File: src/rtl/reference_index_sequencer_pkg.sv
// Shared types and default widths for the reference-buffer read-index sequencer.
package reference_index_sequencer_pkg;

  typedef enum logic [1:0] {
    ST_IDLE = 2'd0,
    ST_RUN  = 2'd1,
    ST_DONE = 2'd2
  } state_t;

  localparam int default_index_bits  = 4;
  localparam int default_length_bits = 8;
  localparam int default_pass_bits   = 8;

endpackage

File: src/rtl/reference_index_sequencer_modulo_index_counter.sv
// Index register that either loads a start value or increments, wrapping to 0 at buffer_length.
module modulo_index_counter #(
  parameter int buffer_length = 10,
  parameter int index_bits    = 4
) (
  input  logic                  clk,
  input  logic                  rst_n,
  input  logic                  load,
  input  logic [index_bits-1:0] load_value,
  input  logic                  inc,
  output logic [index_bits-1:0] index
);

  // One extra bit so index+1 can equal buffer_length even when it is 2^index_bits.
  localparam logic [index_bits:0] wrap_at = (index_bits + 1)'(buffer_length);

  logic [index_bits:0] inc_value;

  always_comb inc_value = {1'b0, index} + (index_bits + 1)'(1);

  // NOTE: sequential state uses non-blocking assignments so every register
  // samples pre-edge values regardless of process ordering.
  always_ff @(posedge clk) begin
    if (!rst_n) begin
      index <= '0;
    end else if (load) begin
      index <= load_value;
    end else if (inc) begin
      index <= (inc_value == wrap_at) ? '0 : inc_value[index_bits-1:0];
    end
  end

endmodule

File: src/rtl/reference_index_sequencer.sv
// Issues num_passes sweeps of pass_length indices from start_index, modulo buffer_length.
// Optional REF_SEQ_LAST_EN adds index_last, flagging the final index of each pass.
module reference_index_sequencer
  import reference_index_sequencer_pkg::*;
#(
  parameter int buffer_length = 10,
  parameter int index_bits    = default_index_bits,
  parameter int length_bits   = default_length_bits,
  parameter int pass_bits     = default_pass_bits
) (
  input  logic                   clk,
  input  logic                   rst_n,
  input  logic                   start,
  input  logic [index_bits-1:0]  start_index,
  input  logic [length_bits-1:0] pass_length,
  input  logic [pass_bits-1:0]   num_passes,
  input  logic                   m_axis_tready,
  output logic                   m_axis_index_tvalid,
  output logic [index_bits-1:0]  m_axis_index_tdata,
  output logic                   busy,
  output logic                   done,
  output logic                   cmd_error
`ifdef REF_SEQ_LAST_EN
  ,
  output logic                   index_last
`endif
);

  localparam logic [index_bits:0] buf_len_w = (index_bits + 1)'(buffer_length);

  state_t state, state_next;

  logic [index_bits-1:0]  start_q;
  logic [length_bits-1:0] len_q;
  logic [pass_bits-1:0]   passes_q;
  logic [length_bits-1:0] elem_cnt;
  logic [pass_bits-1:0]   pass_cnt;

  logic cmd_bad, accept, reject, xfer, last_elem, last_pass;
  logic load, inc;
  logic [index_bits-1:0] load_value;
  logic [index_bits-1:0] index;

  always_comb begin
    cmd_bad    = ({1'b0, start_index} >= buf_len_w) || (pass_length == '0) || (num_passes == '0);
    accept     = (state == ST_IDLE) && start && !cmd_bad;
    reject     = (state == ST_IDLE) && start && cmd_bad;
    xfer       = (state == ST_RUN) && m_axis_tready;
    last_elem  = (elem_cnt == len_q - length_bits'(1));
    last_pass  = (pass_cnt == passes_q - pass_bits'(1));
    // The first index comes straight from the port; later passes reload the latched copy.
    load       = accept || (xfer && last_elem);
    inc        = xfer && !last_elem;
    load_value = accept ? start_index : start_q;
  end

  modulo_index_counter #(
    .buffer_length (buffer_length),
    .index_bits    (index_bits)
  ) u_index (
    .clk        (clk),
    .rst_n      (rst_n),
    .load       (load),
    .load_value (load_value),
    .inc        (inc),
    .index      (index)
  );

  always_ff @(posedge clk) begin
    if (!rst_n) begin
      state <= ST_IDLE;
    end else begin
      state <= state_next;
    end
  end

  // NOTE: every output of this block gets a default before the case, so no
  // path leaves a signal unassigned and no latch is inferred.
  always_comb begin
    state_next          = state;
    m_axis_index_tvalid = 1'b0;
    busy                = 1'b0;
    done                = 1'b0;
    case (state)
      ST_IDLE: begin
        if (accept) state_next = ST_RUN;
      end
      ST_RUN: begin
        busy                = 1'b1;
        m_axis_index_tvalid = 1'b1;
        if (xfer && last_elem && last_pass) state_next = ST_DONE;
      end
      ST_DONE: begin
        busy       = 1'b1;
        done       = 1'b1;
        state_next = ST_IDLE;
      end
      default: state_next = ST_IDLE;
    endcase
  end

  always_ff @(posedge clk) begin
    if (!rst_n) begin
      start_q   <= '0;
      len_q     <= '0;
      passes_q  <= '0;
      elem_cnt  <= '0;
      pass_cnt  <= '0;
      cmd_error <= 1'b0;
    end else begin
      cmd_error <= reject;
      if (accept) begin
        start_q  <= start_index;
        len_q    <= pass_length;
        passes_q <= num_passes;
        elem_cnt <= '0;
        pass_cnt <= '0;
      end else if (xfer) begin
        if (last_elem) begin
          elem_cnt <= '0;
          pass_cnt <= pass_cnt + pass_bits'(1);
        end else begin
          elem_cnt <= elem_cnt + length_bits'(1);
        end
      end
    end
  end

  assign m_axis_index_tdata = index;

`ifdef REF_SEQ_LAST_EN
  // Derived from registered state only, so it holds through stalls like tdata.
  assign index_last = m_axis_index_tvalid && last_elem;
`endif

endmodule

File: config.mk
export PLATFORM = sky130hd
export DESIGN_NAME = reference_index_sequencer
export DESIGN_NICKNAME = d
export VERILOG_FILES = /design/src/rtl/reference_index_sequencer_pkg.sv /design/src/rtl/reference_index_sequencer_modulo_index_counter.sv /design/src/rtl/reference_index_sequencer.sv
export SDC_FILE = /design/constraint.sdc
export NUM_CORES = 1
export LEC_CHECK = 0
export CORE_MARGIN = 10
export CORE_UTILIZATION = 59
export CTS_CLUSTER_DIAMETER = 60
export DETAILED_ROUTE_END_ITERATION = 8
export PLACE_DENSITY_LB_ADDON = 0.1
export SYNTH_ARGS = -nofsm -noshare
export SYNTH_HDL_FRONTEND = slang
export SYNTH_SLANG_ARGS = --single-unit
File: constraint.sdc
create_clock -name clk -period 4.3 [get_ports clk]
set_clock_uncertainty 0.15 [all_clocks]
set_input_delay 0.86 -clock clk [delete_from_list [all_inputs] [get_ports clk]]
set_output_delay 0.86 -clock clk [all_outputs]
set_load 0.05 [all_outputs]
### Word level (Yosys, flattened, before mapping)

Cells that the tools add are included.

| word-level totals | value |
|---|---|
| bits of input ports | 24 |
| flip-flop bits (word level) | 43 |
| bits in read-only memories | 0 |
| output and inout port bits | 8 |
| bits in latches | 0 |
| word-level logic and storage cells | 53 |
| RAM bits | 0 |
| memories kept | 0 |

| operators by class | value |
|---|---|
| multiply operators | 0 |
| order comparisons | 1 |
| add/subtract/negate cells | 5 |
| bitwise logic cells | 1 |
| multiplexer cells | 11 |
| reduce and logical (&&, ||, !) cells | 20 |
| equal/unequal tests | 7 |
| shift-type cells | 0 |
| div/mod/pow operators | 0 |

Operator list:

| kind | count |
|---|---|
| 8-bit by 1-bit adder with 8-bit output, second input constant | 2 |
| 8-bit == test | 2 |
| 8-bit zero test | 2 |
| 4-bit 2-to-1 mux | 4 |
| 8-bit by 1-bit subtractor with 8-bit output, second input constant | 2 |
| 8-bit 2-to-1 mux | 1 |
| 1-bit logical AND | 7 |
| 4-bit by 1-bit adder with 5-bit output, second input constant | 1 |
| 5-bit by 4-bit == test with 1-bit output, second input constant | 1 |
| 4-bit greater-or-equal comparator, second input constant | 1 |
| 2-bit 2-to-1 mux | 2 |
| 2-bit case mux with 2 select lines | 1 |
| 2-bit AND reduction | 2 |
| 2-bit OR reduction | 2 |
| 1-bit logical OR | 3 |
| 1-bit 2-to-1 mux | 3 |
| 2-bit by 1-bit == test with 1-bit output, second input constant | 1 |
| 2-bit == test, second input constant | 1 |
| 1-bit zero test | 2 |
| 2-bit zero test | 1 |
| 2-bit by 1-bit != test with 1-bit output, second input constant | 1 |
| 2-bit != test, second input constant | 1 |
| 2-bit nonzero test | 1 |
| 1-bit NOT | 1 |

### Longest topological paths before layout

Gate-level depths: netlist of the first run.

| depth | value |
|---|---|
| depth after elaboration | 7 |
| mapped depth | 9 |
| mapped depth without buffers | 8 |

### Hierarchy

From an unflattened synthesis of the first run, not the netlist that was laid out.

| second synthesis, totals | value |
|---|---|
| cells, all modules | 280 |
| area, all modules | 2452.4 sq um |

By module, submodules not included:

| module | area an instance (sq um) | instances | cells each |
|---|---|---|---|
| reference_index_sequencer | 2168.3 | 1 | 247 |
| modulo_index_counter | 284.0 | 1 | 33 |

### Worst setup path before layout of the first run

OpenSTA, ideal clock, no wires.

| timing path | value |
|---|---|
| path type | in2reg |
| from | in num_passes[5] |
| to | reg u_index.index[0] |
| required time | 4.062 ns |
| setup time | 0.088 ns |
| arrival time | 2.356 ns |
| path slack | 1.706 ns |
| stages | 6 |
| cells stage by stage | nor4_1 -> a21oi_1 -> and4_1 -> clkbuf_1 -> or4_4 -> a311oi_2 |

| on the way | value |
|---|---|
| longest elaborated chain between the ends | 6 |

RTL lines:

| element | line | source |
|---|---|---|
| start, declared | reference_index_sequencer.sv:16 | `input logic [pass_bits-1:0] num_passes,` |
| 8-bit zero test * | reference_index_sequencer.sv:45 | `cmd_bad = ({1'b0, start_index} >= buf_len_w) \|\| (pass_length == '0) \|\| (num_passes == '0);` |
| 1-bit logical OR * | reference_index_sequencer.sv:45 |  |
| 1-bit zero test * | reference_index_sequencer.sv:46 | `accept = (state == ST_IDLE) && start && !cmd_bad;` |
| 1-bit logical AND * | reference_index_sequencer.sv:46 |  |
| 4-bit 2-to-1 mux / 1-bit logical OR (equally long branches) | - |  |
| 4-bit 2-to-1 mux / 2-bit nonzero test (equally long branches) | - |  |
| end signal, assigned | reference_index_sequencer_modulo_index_counter.sv:27 | `index <= load_value;` |
| end signal, assigned | reference_index_sequencer_modulo_index_counter.sv:29 | `index <= (inc_value == wrap_at) ? '0 : inc_value[index_bits-1:0];` |
| end, declared | reference_index_sequencer_modulo_index_counter.sv:11 | `output logic [index_bits-1:0] index` |

Every way passes the cells marked *; elsewhere a longest branch is shown, timed or not.
A chain may end at the register's enable or synchronous reset.

### Final worst setup path of the first run

| timing path | value |
|---|---|
| from | in start_index[1] |
| to | reg u_index.index[2] |

| on the way | value |
|---|---|
| longest elaborated chain between the ends | 7 |

RTL lines:

| element | line | source |
|---|---|---|
| start, declared | reference_index_sequencer.sv:14 | `input logic [index_bits-1:0] start_index,` |
| 4-bit greater-or-equal comparator * | reference_index_sequencer.sv:45 |  |
| 1-bit logical OR * (2 in series) | reference_index_sequencer.sv:45 |  |
| 1-bit zero test * | reference_index_sequencer.sv:46 |  |
| 1-bit logical AND * | reference_index_sequencer.sv:46 |  |
| 4-bit 2-to-1 mux / 1-bit logical OR (equally long branches) | - |  |
| 4-bit 2-to-1 mux / 2-bit nonzero test (equally long branches) | - |  |

Marked as above.

==> impl_metrics.py, run 1 <==
metrics = {
    "synthesis": {
        "netlist-cell-type-count": 48,
        "yosysTopAreaCell": "dfxtp_1",
        "synth_cells": 295,
        "syn_nets": 328,
        "ys_warn_count": 0,
        "syn_area_sq_mm": 0.00240,
        "syn_area_per_cell_sq_um": 8.13,
        "synth_flop_cell": "dfxtp_1",
        "synth-edff-count": 0,
        "synth_top_area_share_pct": 35.9,
        "synth_seq_area_share_pct": 35.9,
        "synth_area_leaders": "dfxtp_1, a21oi_1, nand2_1, xnor2_1, ha_1",
        "yosys_register_bits": 43,
        "synthArstFlopShare_pct": 0,
    },
    "power_and_ir_drop": {
        "internal_power_uw": 644,
        "p_per_area_mw_per_mm2": 336,
        "p_comb_share_pct": 26.9,
        "irDropWorstVdd_uv": 177,
        "netSwitchingPower_uw": 304,
        "clockPowerShare_pct": 25.9,
        "leakage_uw": 0.00101,
        "p_sw_share_pct": 32.1,
        "p_seq_share_pct": 47.3,
        "design_power_total_uw": 948,
    },
    "cts": {
        "clkTransAtPathRegs_ns": 0.08,
        "clockRootBuffer": "clkbuf_8",
        "cts_setup_buffers": 0,
        "post_cts_resized": 0,
        "ctsHtreeMaxLevel": 2,
        "cts_sinks": 43,
        "holdBufCountCts": 0,
        "clockBufferDepth": 2,
        "clk_latency_ns": 0.29,
        "numCtsBuffers": 5,
        "cts_tree": "yes",
    },
    "timing": {
        "setup_tns_ns": 0,
        "setup_violations": 0,
        "finalCriticalPeriod_ns": 3.24,
        "slew-limit-headroom_pct": 36.9,
        "finalCritPeriodShare_pct": 75.5,
        "rsz0062_at_grt": "false",
        "finalHoldViolations": 0,
        "slew_viol_final": 0,
        "tightest_slew_ns": 0.946,
        "clock.fmax_mhz": 308,
        "hold_slack_ns": 0.330,
    },
    "drt": {
        "viasPerCell": 5.75,
        "drt_iter0_drc": 146,
        "vias": 2156,
        "post_drt_wl_per_cell_um": 14.9,
        "drtPass1Iterations": 4,
        "ant_nets": 0,
        "drc_errors": 0,
        "postRouteWirelength_um": 5580,
    },
    "critical_path": {
        "critical_path.slowest_cell": "and4_1",
        "required_ns": 4.37,
        "critPathLaunchType": "primary input",
        "regToRegStartpoint": "len_q[0]",
        "crit_path_max_fanout": 27,
        "critical_path.endpoint_type": "flip-flop",
        "slowest_delay_ns": 0.87,
        "worstPathArrival_ns": 3.32,
        "path_cells": "clkdlybuf4s50_1 > o21a_1 > a21oi_1 > and4_1 > nor2_1 > a2111o_1 > o211ai_1",
        "setup.worst_path.class": "primary input to flip-flop",
        "cp-startpoint": "start_index[1]",
    },
    "finish": {
        "antenna_cells": 0,
        "stdcell_area_sq_mm": 0.00282,
        "drive_above_1_share_pct": 4.92,
        "final_cell_mix": "nand2_1, dfxtp_1, a21oi_1",
        "finalNonFillerCells": 375,
        "layout_commonest_cell": "nand2_1",
        "syn_to_final_growth_pct": 17.6,
        "fin_nets": 357,
        "final.fill_count": 343,
    },
    "grt": {
        "top_usage_layer": "met2",
        "grt_max_degree": 28,
        "grt_util_met3_pct": 4.49,
        "grt_pass1_wl_um": 9630,
        "grt_pass1_vias": 2100,
        "use_met1_pct": 19.6,
        "grtUsageTotal_pct": 15.9,
        "overflow": 0,
        "antenna_found_initial": 0,
        "met2_usage_pct": 26.5,
    },
    "place": {
        "gp_congestion": 0.825,
        "placed_area_sq_mm": 0.00274,
        "post-place-cells": 367,
        "dp_hpwl_um": 4170,
        "io_buffers": 31,
    },
    "run_status": {
        "status": "finished, final reports clean",
    },
    "die": {
        "start_util_pct": 60.4,
        "rows": 23,
        "io-pin-count": 32,
        "die_area_sq_mm": 0.00701,
        "die_x_um": 83.7,
        "die_h_um": 83.7,
        "coreArea_sq_mm": 0.00397,
    },
    "job": {
        "cap_viol_max_count": 0,
    },
    "hold_path": {
        "hold_class": "flip-flop to flip-flop",
        "hp-start": "passes_q[7]",
    },
}
-- flip-flops by register name, indices dropped and copies added, names as in the netlist --
name           count
cmd_error          1
u_index.index      4
state              2
len_q              8
start_q            4
passes_q           8
pass_cnt           8
elem_cnt           8
-- worst paths after layout --
check,slack [ns],cells after the start,endpoint
setup reg to reg,1.36,8,state[0]
hold / removal,0.33,2,passes_q[7]
hold reg to reg,0.33,2,passes_q[7]
setup / recovery,1.06,7,u_index.index[2]
-- synthesized netlist by cell type (2+ instances only) --
library cell,number
nand2_1,47
dfxtp_1,43
a21oi_1,36
nor2_1,20
xnor2_1,19
nand3_1,13
xor2_1,11
clkbuf_1,10
ha_1,9
inv_1,8
nand4_1,7
nor3_1,6
o21ai_0,6
nor3b_1,5
nor4_1,5
or3_1,5
mux2i_1,4
and2_1,3
nand2b_1,3
and4_1,2
nand3b_1,2
o21a_1,2
o21bai_1,2
o31ai_1,2
or4_1,2
-- per-stage QoR --
stage | utilization (%) | worst slack, ns
6_report | 71.0 | 1.06
5_1_grt | 71.0 | 0.851
4_1_cts | 71.0 | 1.05
3_5_place_dp | 68.9 | 0.744
3_3_place_gp | 68.9 | 0.807
2_1_floorplan | - | 1.71
-- cell families (layout without fill, tap and decap cells) --
| family | count (synthesis) | in the layout | synth area share, % |
|---|---|---|---|
| compound gates | 60 | 60 | 15.3 |
| xor+xnor | 30 | 30 | 11.0 |
| fa+ha+maj | 9 | 9 | 4.70 |
| buf+inv | 20 | 50 | 3.44 |
| flops | 43 | 43 | 35.9 |
| mux | 5 | 5 | 2.14 |
| simple gates | 128 | 128 | 27.6 |
-- worst max-delay path: cells and delay by family --
kind | cells | cell delay, ns
AND/OR/NAND/NOR | 2 | 1.09
buffers and inverters | 1 | 0.47
AO/OA/AOI/OAI | 4 | 0.90
-- power groups by stage --
stage	sequential (uW)	combinational (uW)	clock [uW]
5_1_grt	452	282	264
2_1_floorplan	468	167	0
4_1_cts	447	255	250
3_5_place_dp	457	254	0
6_report	448	255	245
3_3_place_gp	456	248	0
-- cell type report --
class / instances / area (sq um) / share of cell area, %
Multi-Input combinational cell: 232 / 1450 / 51.6
Sequential cell: 43 / 861 / 30.5
Timing Repair Buffer: 33 / 325 / 11.5
Clock buffer: 5 / 68.8 / 2.44
Tap cell: 50 / 62.6 / 2.22
Inverter: 9 / 33.8 / 1.20
Clock inverter: 3 / 15.0 / 0.532
-- routing by layer --
metal	vias to the layer above	share of wire, %
li1	1101	-
met1	1002	46
met2	49	49
met3	4	4.9
met4	0	0.72
met5	-	0
No activity file was read; power rests on OpenSTA's default activity.
==> inputs of run 2 (changes only) <==
--- a/config.mk
+++ b/config.mk
@@ -6,7 +6,7 @@
 export NUM_CORES = 1
 export LEC_CHECK = 0
 export CORE_MARGIN = 10
-export CORE_UTILIZATION = 59
+export CORE_UTILIZATION = 49
 export CTS_CLUSTER_DIAMETER = 60
 export DETAILED_ROUTE_END_ITERATION = 8
 export PLACE_DENSITY_LB_ADDON = 0.1
==> constraint.sdc (replaced) <==
create_clock -name clk -period 2.9 [get_ports clk]
set_clock_uncertainty 0.15 [all_clocks]
set_input_delay 0.58 -clock clk [delete_from_list [all_inputs] [get_ports clk]]
set_output_delay 0.58 -clock clk [all_outputs]
set_load 0.05 [all_outputs]
==> run 2 against run 1 <==
Against the previous run: hold slack worse by 0.0065 ns; sequential power up 48%; clock power up 90%; total power up 62%; non-clock buffer count up 10.
==> impl_metrics.py, run 2 (synthesis results as in run 1) <==
metrics = {
    "drt": {
        "viasPerCell": 5.41,
        "ant_nets": 0,
        "postRouteWirelength_um": 5940,
        "post_drt_wl_per_cell_um": 14.8,
        "drt_iter0_drc": 105,
        "drc_errors": 0,
        "vias": 2170,
        "drtPass1Iterations": 5,
    },
    "timing": {
        "finalCritPeriodShare_pct": 89.2,
        "setup_violations": 0,
        "finalHoldViolations": 0,
        "setup_tns_ns": 0,
        "finalCriticalPeriod_ns": 2.59,
        "slew_viol_final": 0,
        "tightest_slew_ns": 0.507,
        "rsz0062_at_grt": "false",
        "slew-limit-headroom_pct": 66.1,
        "clock.fmax_mhz": 387,
    },
    "finish": {
        "final_cell_mix": "nand2_1, dfxtp_1, a21oi_1",
        "drive_above_1_share_pct": 7.19,
        "final.fill_count": 417,
        "fin_nets": 367,
        "antenna_cells": 0,
        "finalNonFillerCells": 401,
        "syn_to_final_growth_pct": 23.0,
        "layout_commonest_cell": "nand2_1",
    },
    "cts": {
        "clk_latency_ns": 0.30,
        "clockRootBuffer": "clkbuf_8",
        "numCtsBuffers": 5,
        "holdBufCountCts": 0,
        "cts_sinks": 43,
        "post_cts_resized": 0,
        "clkTransAtPathRegs_ns": 0.08,
        "cts_tree": "yes",
        "clockBufferDepth": 2,
        "cts_setup_buffers": 0,
        "ctsHtreeMaxLevel": 2,
    },
    "die": {
        "rows": 25,
        "io-pin-count": 32,
        "die_area_sq_mm": 0.00809,
        "die_x_um": 89.9,
        "die_h_um": 89.9,
        "start_util_pct": 50.8,
        "coreArea_sq_mm": 0.00472,
    },
    "place": {
        "io_buffers": 31,
        "gp_congestion": 0.863,
        "dp_hpwl_um": 4390,
        "post-place-cells": 394,
    },
    "grt": {
        "grt_max_degree": 26,
        "grt_pass1_vias": 2066,
        "antenna_found_initial": 0,
        "top_usage_layer": "met2",
        "overflow": 0,
        "grt_pass1_wl_um": 10000,
        "grtUsageTotal_pct": 14.6,
        "grt_util_met3_pct": 3.41,
        "met2_usage_pct": 21.5,
        "use_met1_pct": 20.1,
    },
    "power_and_ir_drop": {
        "irDropWorstVdd_uv": 326,
        "leakage_uw": 0.00106,
        "p_per_area_mw_per_mm2": 521,
    },
    "run_status": {
        "status": "finished, final reports clean",
    },
    "critical_path": {
        "slowest_delay_ns": 0.80,
        "path_cells": "inv_1 > ha_1 > clkdlybuf4s50_1",
        "setup.worst_path.class": "flip-flop to primary output",
        "required_ns": 2.17,
        "worstPathArrival_ns": 1.86,
        "critPathLaunchType": "flip-flop",
        "critical_path.slowest_cell": "clkdlybuf4s50_1",
        "critical_path.endpoint_type": "primary output",
        "crit_path_max_fanout": 4,
    },
    "job": {
        "cap_viol_max_count": 0,
    },
    "hold_path": {
        "hold_class": "flip-flop to flip-flop",
    },
}
-- run 2: final timing paths --
kind                                  start          endpoint  slack, ns  cells after the start
worst max-delay path               state[0]              busy       0.31                      3
worst min-delay path            passes_q[7]       passes_q[7]       0.32                      2
worst max register to register     len_q[0]  u_index.index[2]       0.33                      9
worst min register to register  passes_q[7]       passes_q[7]       0.32                      2
-- run 2: final cells by class --
cell class | instances | area (sq um) | share of cell area (%)
clock inverters | 1 | 30.0 | 1.02
inverters | 9 | 33.8 | 1.15
multi-input cells | 232 | 1450 | 49.3
repair buffers | 43 | 413 | 14.0
well taps | 67 | 83.8 | 2.84
flip-flops and latches | 43 | 861 | 29.2
clock buffers | 6 | 72.6 | 2.46
-- run 2: report_power, final --
part | total [uW] | switching [uW] | internal (uW)
clock | 465 | 212 | 253
combinational | 406 | 219 | 187
sequential | 664 | 41.4 | 622
-- run 2: metrics by stage --
stage,util [%],hold slack [ns],setup slack [ns],power [uW],instance area (sq um)
after floorplan,-,0.298,0.488,941,2400
after global placement,60.2,0.307,0.0571,1070,2850
after detailed placement,60.2,0.314,-0.00231,1080,2850
after CTS,62.4,0.325,0.309,1540,2950
after global routing,62.4,0.363,0.107,1610,2950
final,62.4,0.323,0.314,1530,2950
-- run 2: critical path, delay by kind of cell (launching register included) --
| kind | cells | cell delay, ns |
|---|---|---|
| adder cells (fa/ha/maj) | 1 | 0.27 |
| flip-flops | 1 | 0.40 |
| buffers and inverters | 2 | 0.89 |
-- run 2: metal layers --
layer  wire, um  part of all wire, %  up-vias
li1           -                    -     1123
met1       3020                   51      980
met2       2520                   42       59
met3        324                  5.5        8
met4         85                  1.4        0
met5          0                    0        -
==> RTL edit 1: new RTL, settings of run 2 <==
The package constant `default_length_bits` goes from 8 to 16.
--- a/src/rtl/reference_index_sequencer_pkg.sv
+++ b/src/rtl/reference_index_sequencer_pkg.sv
@@ -8,7 +8,7 @@
   } state_t;
 
   localparam int default_index_bits  = 4;
-  localparam int default_length_bits = 8;
+  localparam int default_length_bits = 16;
   localparam int default_pass_bits   = 8;
 
 endpackage
Ports: changed (resized pass_length); port bits go from 32 to 40. The function was not compared with the original's and may differ.
==> RTL edit 1 against run 2 <==
- die area rose by 36%
- total power rose by 78%
- combinational power rose to 2.6 times the old value
- first-iteration DRC count rose by 42%
- setup slack got worse by 0.30 ns
- sequential cell count rose by 16
- clock power rose by 55%
- final area rose by 53%
- register-to-register slack got worse by 0.32 ns
- fmax fell by 10%
- area after synthesis rose by 48%
- routed wire length rose by 52%
==> RTL edit 1: results (changes against run 2) <==
crit-path max FO=9 (+5); Multi-In Gates=317 (+37%); Non-clock buffers=73 (+70%); mux contribution to synthesized area=10.8% (+8.7 points); Reg-to-Reg End=pass_cnt[4]; overall global routing resource usage=16.2% (+1.6 points); status=complete, no violations; drt pass-1 iters=4 (-1); DP HPWL=6.73 mm (+53%); synth top area cells=dfxtp_1 33%, mux2i_1 10%, xor2_1 6.4%; DRT iter0 DRCs=149 (+42%); multi-input logic area=0.00233 sq mm (+60%); Critical Path End=pass_cnt[4]; Hold WS=0.333 ns (+0.0102 ns); worst slew margin relative to its limit=65.8% (-0.36 points); Synth Net Count=450 (+37%); PortBufs=39 (+26%); H-tree levels=3 (+1); Core Region=0.00691 sq mm (+46%); first-pass GRT wire length=14.8 mm (+48%); pre-CTS WS=-0.111 ns (-0.109 ns); top post-synthesis cells by count=59 x dfxtp_1, 41 x nor2_1, 36 x mux2i_1; library cells used by synthesis=54 (+13%); Sinks on Clock Net=59 (+37%); clock buffer count from CTS=9 (+4); nets@finish=513 (+40%); Layout fillers=584 (+40%); share of cells above drive strength 1=16.2% (+9.0 points); WL final=9.04 mm (+52%)
RTL edit 1: cell count changes after synthesis, moves of 5 or more:
| cell | run 2 | this run |
|---|---|---|
| a21oi_1 | 36 | 8 |
| nor4_1 | 5 | 12 |
| o21ai_0 | 6 | 11 |
| nand2b_1 | 3 | 8 |
| nand2_1 | 47 | 25 |
| dfxtp_1 | 43 | 59 |
| nor2_1 | 20 | 41 |
| mux2i_1 | 4 | 36 |
| clkbuf_1 | 10 | 16 |
| or3_1 | 5 | 0 |
| xor2_1 | 11 | 26 |
| nor2b_1 | 1 | 27 |
| and3_1 | 0 | 7 |
RTL edit 1: worst max-delay path, cell delays in order, from the launching register on:
cell       delay (ns)
dfxtp_4          0.36
inv_2            0.06
ha_4             0.13
nor3b_1          0.43
and3_1           0.25
o2111ai_1        0.16
or3b_4           0.47
nor4_4           0.32
buf_6            0.18
nand4_1          0.11
mux2i_1          0.14
RTL edit 1: per-layer routing:
metal  global-route usage, %  vias up  wire (um)
li1                        -     1564          -
met1                    22.4     1457       4510
met2                    23.9       83       3900
met3                    3.56       12        501
met4                    5.88        0        120
met5                       0        -          0
RTL edit 1: report_power, final:
part	internal [W]	switching (W)	total, W
clock network	0.000394	0.000328	0.000722
logic	0.000480	0.000579	0.00106
registers	0.000878	0.0000752	0.000953
RTL edit 1: timing repair:
| item | 4_1_cts | 5_1_grt |
|---|---|---|
| gates resized for setup | 4 | 9 |
| hold buffers | 0 | 0 |
| buffers inserted | 0 | 2 |
| pin swaps | 0 | 6 |
| endpoints found under the setup margin | 9 | 13 |
RTL edit 1: cell families after synthesis:
group | after synthesis
multiplexers | 38
AO/OA/AOI/OAI | 41
buffers and inverters | 32
XOR/XNOR | 47
AND/OR/NAND/NOR | 181
flip-flops | 59
adder cells (fa/ha/maj) | 10
==> RTL edit 2: new RTL, flow settings as in run 2 <==
Without the edit above. Remove the register `cmd_error`: a continuous assignment takes its place, so the output `cmd_error` follows one clock earlier.
--- a/src/rtl/reference_index_sequencer.sv
+++ b/src/rtl/reference_index_sequencer.sv
@@ -106,9 +106,7 @@
       passes_q  <= '0;
       elem_cnt  <= '0;
       pass_cnt  <= '0;
-      cmd_error <= 1'b0;
     end else begin
-      cmd_error <= reject;
       if (accept) begin
         start_q  <= start_index;
         len_q    <= pass_length;
@@ -126,6 +124,8 @@
     end
   end
 
+  assign cmd_error = reject;
+
   assign m_axis_index_tdata = index;
 
 `ifdef REF_SEQ_LAST_EN
Function: changed (Yosys sat finds a counterexample within 4 cycles, from zero or initial values and one cycle with rst_n low).
==> RTL edit 2 against run 2 <==
- final area increased by 3.1%
- non-clock buffer count unchanged
- clock power decreased by 6.2%
- register-to-register slack got worse by 0.25 ns
- sequential cell count decreased by 1
- die area increased by 3.0%
- fmax decreased by 8.7%
- total power decreased by 10%
- routed wire length decreased by 1.3%
- combinational power decreased by 23%
- synthesized cell count increased by 7.8%
- area after synthesis increased by 3.8%
- setup slack got worse by 0.25 ns
- highest routed layer unchanged
==> RTL edit 2: results (changes against run 2) <==
maximum clock insertion buffer count=2 (unchanged); mux contribution to synthesized area=3.12% (+0.98 points); DRT iter0 DRCs=152 (+45%); via count=2314 (+6.6%); sequential cell area fraction in the yosys report=33.8% (-2.1 points); Yosys top cell area share=33.8% (-2.1 points); top post-synthesis cells by count=55 x nand2_1, 42 x dfxtp_1, 34 x a21oi_1; Synth Area in Compound Gates=19.7% (+4.4 points); Max VDD drop=0.352 mV (+8.0%); Placed Instances=413 (+4.8%); met2 Use GR=20.9% (-0.61 points); M3 GR Usage=4.28% (+0.87 points); max-slew violation count=0 (unchanged); met1 GRT Util=19.4% (-0.75 points); vias in the first global route=2108 (+2.0%); Diodes inserted=0 (unchanged); overall global routing resource usage=14.3% (-0.34 points); WL/cell=13.9 um (-6.0%); RD Place Congestion=0.834 (-3.4%); ys flop type=dfxtp_1; Clock Power Share=31.6% (+1.3 points); Synth Area in Adders=4.52% (-0.17 points); Critical Path End=cmd_error; placed cell area=0.00291 sq mm (+2.3%); Synth Net Count=351 (+7.0%); nets@finish=386 (+5.2%); Combinational Power=0.000311 W (-23%); Switching Share=28.5% (-2.3 points); Critical Path AT=2.10 ns (+0.24 ns); pre-CTS WS=0.0482 ns (+0.0505 ns); synth top area cells=dfxtp_1 34%, nand2_1 8.3%, a21oi_1 6.8%; library cells used by synthesis=53 (+10%); CP startpoint=pass_length[4]; WL final=5.87 mm (-1.3%); combinational power share=22.5% (-4.0 points); Hold WS=0.313 ns (-0.00954 ns); Reg-to-Reg End=pass_cnt[4]; fin crit share=97.6% (+8.5 points); Pleak=1.11 nW (+4.8%); drt pass-1 iters=4 (-1); XOR/XNOR Fraction of Synth Area=8.09% (-2.9 points); hold crit path type=reg -> reg; status=complete, no violations; largest net degree at the start of global routing=18 (-31%); crit-path max FO=2 (-2); worst slew margin relative to its limit=65.6% (-0.54 points); Post-Synthesis Cells=318 (+7.8%); flop2flop setup slack=0.08 ns (-0.25 ns); PortBufs=31 (unchanged); Post-CTS Resized=0 (unchanged); DP HPWL=4.39 mm (about the same); share of cells above drive strength 1=8.76% (+1.6 points); first-pass GRT wire length=10.1 mm (+0.90%)
[RTL edit 2: cell types whose count changed after synthesis, sizes merged, moves of 4 or more]
cell and delta:
nand2 +8, o21ai +7, nand3 -6, inv +4
nor2 +4, xnor2 -4
[RTL edit 2: worst min-delay path by stage]
stage / start / endpoint / depth (start not counted)
finish: passes_q[6] / passes_q[6] / 2
global route: passes_q[7] / passes_q[7] / 2
CTS: passes_q[6] / passes_q[6] / 2
detailed placement: passes_q[6] / passes_q[6] / 2
global placement: passes_q[6] / passes_q[6] / 2
floorplan: passes_q[6] / passes_q[6] / 2
[RTL edit 2: metal layers]
| layer | up-vias | wire [um] |
|---|---|---|
| met1 | 1055 | 2830 |
| met4 | 0 | 71 |
| met3 | 8 | 369 |
| li1 | 1185 | - |
| met2 | 66 | 2600 |
| met5 | - | 0 |
[RTL edit 2: final cells by class]
cell class,instances,area (sq um)
repair buffers,43,410
well taps,67,83.8
flip-flops and latches,42,841
multi-input cells,248,1540
inverters,13,48.8
fillers,432,1780
clock buffers,8,110
[RTL edit 2: worst max-delay path, cell delays in order]
cell             delay [ns]
clkdlybuf4s50_1        0.43
nor4_1                 0.43
nand2_1                0.16
a31oi_1                0.32
buf_12                 0.18
[RTL edit 2: kinds of logic (layout without fill, tap and decap cells)]
| logic type | Yosys count | after routing |
|---|---|---|
| AO/OA/AOI/OAI | 76 | 76 |
| AND/OR/NAND/NOR | 133 | 133 |
| XOR/XNOR | 23 | 23 |
| multiplexers | 7 | 7 |
| adder cells (fa/ha/maj) | 9 | 9 |
| buffers and inverters | 28 | 64 |
| flip-flops | 42 | 42 |
